==> src/rtl/seq_pattern_tx.sv <==
// Serial pattern transmitter: shifts a latched WIDTH-bit pattern out MSB-first, rep_cnt+1 frames,
// with GAP_CYCLES idle cycles between frames. All outputs are registered.
module seq_pattern_tx #(
  parameter int   WIDTH      = 4,
  parameter int   GAP_CYCLES = 0,
  parameter logic IDLE_LEVEL = 1'b0
) (
  input  logic             clk,
  input  logic             reset,
  input  logic [WIDTH-1:0] pat_in,
  input  logic [3:0]       rep_cnt,
  input  logic             pat_valid,
  output logic             pat_ready,
  output logic             data_out,
  output logic             bit_valid,
  output logic             frame_start,
  output logic             busy,
  output logic             done
);

  localparam int BW = $clog2(WIDTH);
  localparam logic [BW-1:0] LAST_BIT = BW'(WIDTH - 1);
  localparam logic [3:0]    GAP_LEN  = 4'(GAP_CYCLES);

  typedef enum logic [1:0] {IDLE, SHIFT, GAP} state_t;

  state_t           state;
  logic [WIDTH-1:0] pat;
  logic [WIDTH-1:0] shreg;
  logic [BW-1:0]    bidx;
  logic [3:0]       frames;
  logic [3:0]       gap_cnt;

  // bidx is the index of the bit currently on data_out; shreg holds the bits still to come.
  always_ff @(posedge clk) begin
    if (!reset) begin
      state       <= IDLE;
      pat         <= '0;
      shreg       <= '0;
      bidx        <= '0;
      frames      <= '0;
      gap_cnt     <= '0;
      data_out    <= IDLE_LEVEL;
      bit_valid   <= 1'b0;
      frame_start <= 1'b0;
      busy        <= 1'b0;
      done        <= 1'b0;
      pat_ready   <= 1'b0;
    end else begin
      done        <= 1'b0;
      frame_start <= 1'b0;
      case (state)
        IDLE: begin
          pat_ready <= 1'b1;
          if (pat_valid && pat_ready) begin
            pat         <= pat_in;
            frames      <= rep_cnt;
            shreg       <= {pat_in[WIDTH-2:0], 1'b0};
            data_out    <= pat_in[WIDTH-1];
            bidx        <= '0;
            bit_valid   <= 1'b1;
            frame_start <= 1'b1;
            busy        <= 1'b1;
            pat_ready   <= 1'b0;
            state       <= SHIFT;
          end
        end
        SHIFT: begin
          if (bidx != LAST_BIT) begin
            data_out <= shreg[WIDTH-1];
            shreg    <= {shreg[WIDTH-2:0], 1'b0};
            bidx     <= bidx + BW'(1);
          end else if (frames != 4'd0) begin
            frames <= frames - 4'd1;
            if (GAP_CYCLES > 0) begin
              state     <= GAP;
              gap_cnt   <= 4'd1;
              data_out  <= IDLE_LEVEL;
              bit_valid <= 1'b0;
            end else begin
              // Back-to-back frames: reload without a bubble.
              data_out    <= pat[WIDTH-1];
              shreg       <= {pat[WIDTH-2:0], 1'b0};
              bidx        <= '0;
              frame_start <= 1'b1;
            end
          end else begin
            state     <= IDLE;
            data_out  <= IDLE_LEVEL;
            bit_valid <= 1'b0;
            busy      <= 1'b0;
            pat_ready <= 1'b1;
            done      <= 1'b1;
          end
        end
        GAP: begin
          if (gap_cnt == GAP_LEN) begin
            state       <= SHIFT;
            data_out    <= pat[WIDTH-1];
            shreg       <= {pat[WIDTH-2:0], 1'b0};
            bidx        <= '0;
            bit_valid   <= 1'b1;
            frame_start <= 1'b1;
          end else begin
            gap_cnt <= gap_cnt + 4'd1;
          end
        end
        default: state <= IDLE;
      endcase
    end
  end

endmodule

==> config.mk <==
export PLATFORM = sky130hd
export DESIGN_NAME = seq_pattern_tx
export DESIGN_NICKNAME = d
export VERILOG_FILES = /design/src/rtl/seq_pattern_tx.sv
export SDC_FILE = /design/constraint.sdc
export NUM_CORES = 1
export LEC_CHECK = 0
export CAP_MARGIN = 30
export CORE_MARGIN = 5
export CORE_UTILIZATION = 33
export CTS_BUF_LIST = sky130_fd_sc_hd__clkbuf_8
export DETAILED_ROUTE_END_ITERATION = 16
export HOLD_SLACK_MARGIN = 0.02
export SYNTH_ARGS = -nofsm -noshare
export SYNTH_HDL_FRONTEND = slang
export SYNTH_SLANG_ARGS = --single-unit
==> constraint.sdc <==
create_clock -name clk -period 3.95 [get_ports clk]
set_clock_uncertainty 0.15 [all_clocks]
set_input_delay 0.395 -clock clk [delete_from_list [all_inputs] [get_ports clk]]
set_output_delay 0.395 -clock clk [all_outputs]
set_load 0.01 [all_outputs]
After elaboration in Yosys (flattened, before gate mapping)

Cells that the tools add are included.

Add/sub/neg operators: 3
Equal/unequal tests: 9
Multiplexer cells: 40
Bitwise operators: 3
Reductions and logical operators: 16

Operators with widths:

| kind                                                                | number |
|---|---|
| 4-bit two-way mux                                                   | 7 |
| 1-bit two-way mux                                                   | 16 |
| 2-bit two-way mux                                                   | 8 |
| 4-bit AND reduction                                                 | 4 |
| 2-bit inequality test (second input constant)                       | 6 |
| 2-bit case mux with 3 select lines                                  | 2 |
| 4-bit case mux with 3 select lines                                  | 1 |
| 1-bit case mux with 3 select lines                                  | 3 |
| 4-bit case mux with 2 select lines                                  | 1 |
| 3-bit AND reduction                                                 | 2 |
| 5-bit AND reduction                                                 | 1 |
| 4-bit by 1-bit adder with 4-bit output (second input constant)      | 1 |
| 4-bit zero test                                                     | 1 |
| 1-bit case mux with 2 select lines                                  | 2 |
| 2-bit AND reduction                                                 | 2 |
| 4-bit nonzero test                                                  | 1 |
| 4-bit by 1-bit subtractor with 4-bit output (second input constant) | 1 |
| 3-bit inequality test (second input constant)                       | 1 |
| 1-bit inverter                                                      | 3 |
| 3-bit nonzero test                                                  | 1 |
| 3-bit OR reduction                                                  | 1 |
| 2-bit by 1-bit adder with 2-bit output (second input constant)      | 1 |
| 2-bit by 1-bit == test with 1-bit output (second input constant)    | 1 |
| 2-bit == test (second input constant)                               | 1 |
| 3 further kinds                                                     | 3 |

Bits in registers: 26

Logic depth before layout (Yosys ltp)

Depth after elaboration: 4
Gate-level depth with buffers: 6
Gate-level depth less buffers: 6

Worst setup path before layout

OpenSTA, ideal clock, no wires.

Path kind: register to register
From: register frames[0]
To: register frames[2]
Arrival time: 1366 ps
Data required time: 3683 ps
Slack: 2316 ps
Cell stages (with the launch flop): 7
Buffers on the path: 0
Path through: dfxtp_1 > inv_1 > ha_1 > nor3b_2 > o21ai_4 > o21ai_0 > a32o_1

Word-level cells in the longest chain between the ends: 4

Ends and longest elaborated chain:

| what                                        | RTL line | text |
|---|---|---|
| start, declared                             | 31       | `logic [3:0] frames;` |
| start signal, assigned                      | 57       | `frames <= rep_cnt;` |
| start signal, assigned                      | 74       | `frames <= frames - 4'd1;` |
| 4-bit by 1-bit subtractor with 4-bit output | 74       |  |
| 4-bit two-way mux                           | 73       | `end else if (frames != 4'd0) begin` |
| 4-bit two-way mux                           | 69       | `if (bidx != LAST_BIT) begin` |
| 4-bit case mux with 2 select lines          | 52       | `case (state)` |

Parallel ways exist; a longest one is shown, timed or not. The select of a mux whose other input is x is not followed.
A chain may end at the register's enable or synchronous reset.

==> flow_metrics.tcl <==
set metrics [dict create \
    vias 716 \
    hold_violations 0 \
    crit_fanout 19 \
    antenna_found_initial 0 \
    htreeDepth 1 \
    viasPerCell 5.04 \
    grt-ovfl-total 0 \
    drv_slew 0 \
    synth.avg_cell_area_um2 9.27 \
    cts_tree "built" \
    grt_usage 0.0988 \
    crit_slowest_cell "dfxtp_1" \
    async_flop_share 0 \
    ir_worst_vdd_mv 0.214 \
    slew_headroom 0.572 \
    hold_path.class "flop to flop" \
    maxCapViolCount 0 \
    syn_to_final_growth_pct 23.1 \
    ys_seq_area_frac 0.401 \
    synth_flop_cell "dfxtp_1" \
    synth_edf_count 0 \
    hold_buffers 0 \
    cp_cell_sequence "clkdlybuf4s50_1" \
    worst_pin_slew_ps 641 \
    yosys.area.top_type_share 0.401 \
    cts_setup_buffers 0 \
    post_cts_resize_count 0 \
    dieHeight_um 62.2 \
    critPathLaunchType "flop" \
    drtIter0Drc 31 \
    yosysWarnings 0 \
    fin_crit_sh 0.556 \
    status "completed" \
    diodes 0 \
    fmax_ghz 0.455 \
    hpwl_um 1280 \
    firstDrtPassIters 4 \
    cts_buffers 3 \
    grt_pass1_vias 699 \
    gp_congestion 0.696 \
    setup_viol 0 \
    worstPathArrival_ps 1650 \
    path_clk_slew_ps 70 \
    period_needed_ps 2200 \
    hold_slack_ps 317 \
    cts_sinks 18 \
    io_buffers 16 \
    clockBufferDepth 2 \
    synth_seq_cells 18 \
    syn-num-nets 110 \
    power_density_nw_per_um2 390 \
    p_leak_uw 0.000417 \
    critPathKind "flop to output pin" \
    synth_common_cells "18 x dfxtp_1, 14 x nand2_1, 9 x nor2_1" \
    final_antenna_net_count 0 \
    initial_core_util 0.335 \
    yosys.area.top_type "dfxtp_1" \
    grt_max_degree 20 \
    cp_top_family "flip-flops" \
    rsz0062_at_grt "false" \
    die_width_um 62.2 \
    ios 17 \
    synthTopCellsByArea "dfxtp_1 40%, mux2i_1 6.7%, nand2_1 5.8%" \
    root_buffer "clkbuf_8" \
    clock_latency_ps 260 \
    cp_data_required_time_ps 3400 \
    die-area_um2 3870 \
    fin_ws_ps 1750 \
    rows 19 \
    wl_um 1800 \
    wire_per_inst_um 12.7 \
    core_um2 2690 \
    drive_gt1_frac 0.117 \
    slowest_delay_ps 730 \
    pre_cts_slack_ps 2000 \
    path_buf_inv 1 \
    yosysMostFrequentCell "dfxtp_1" \
    drc 0 \
    synth_area_um2 900 \
    end_kind "output pin" \
    tns_ps 0 \
    synthesis.instances 97 \
    yosysUniqueCellTypes 34 \
    nNetsFinal 125 \
    grt_pass1_wl_um 3190 \
]
## report_power, final
| group | leakage (µW) | total, µW | switching, µW | internal (µW) |
|---|---|---|---|---|
| clock network | 0.0000288 | 154 | 65.0 | 88.7 |
| logic | 0.000241 | 71.3 | 34.1 | 37.2 |
| registers | 0.000147 | 206 | 12.6 | 194 |
| total | 0.000417 | 431 | 112 | 320 |
## per-stage QoR
stage          utilization  std cells  cell area (µm²)  total power (µW)
3_3_place_gp         0.392        138             1050               281
5_1_grt              0.412        142             1110               455
2_1_floorplan            -         97              900               258
4_1_cts              0.412        142             1110               438
3_5_place_dp         0.392        138             1050               283
6_report             0.412        142             1110               431
## sequential cells by signal (all words and copies together) (netlist names)
signal,count
bidx,2
bit_valid,1
data_out,1
done,1
frame_start,1
frames,4
pat,4
pat_ready,1
shreg,3
## path summary, 6_finish.rpt
path              cells after the start  slack (ps)        to       from
hold / removal                        2         320    pat[3]     pat[3]
setup / recovery                      1        1750      busy  bit_valid
setup reg to reg                      4        2020  shreg[1]  bit_valid
hold reg to reg                       2         320    pat[3]     pat[3]
## worst reg2reg max path, delay by kind of cell, from the launching register on
family	cells	cell delay (ps)
AOI/OAI and AO/OA	2	560
buffers and inverters	1	330
DFF	1	730
and+or+nand+nor	1	60
## layout make-up
type	count	area, µm²
flip-flops and latches	18	360
fillers	268	1580
inverters	4	16.3
clock buffers	4	55.1
repair buffers	16	160
well taps	31	38.8
multi-input cells	69	477
## layout by cell type (no fill, tap or decap), types with 2 or more instances in the layout
cell and instances:
clkbuf_8 4, clkdlybuf4s50_1 16, nand3_1 3, o2111ai_1 2, nor3_1 2, nor2_1 9, nand2b_1 2, ha_1 2
o21ai_0 4, nand2_1 14, mux2i_1 6, inv_1 3, dfxtp_1 18, a21oi_1 5, o21ai_4 2, o211ai_1 2
a31oi_1 2
## kinds of logic after synthesis
kind of cell,Yosys count,synth area share
fa+ha+maj,2,0.0278
compound gates,23,0.202
mux,6,0.0668
buf+inv,10,0.0695
flops,18,0.401
simple gates,38,0.234
## layer usage
metal	global-route usage	routed length, µm	vias to the layer above
met5	0	0	-
met4	0.0163	10	0
met3	0.0378	98	2
met2	0.163	814	12
met1	0.123	874	329
li1	-	-	373
Power figures use the tool's default switching activity.
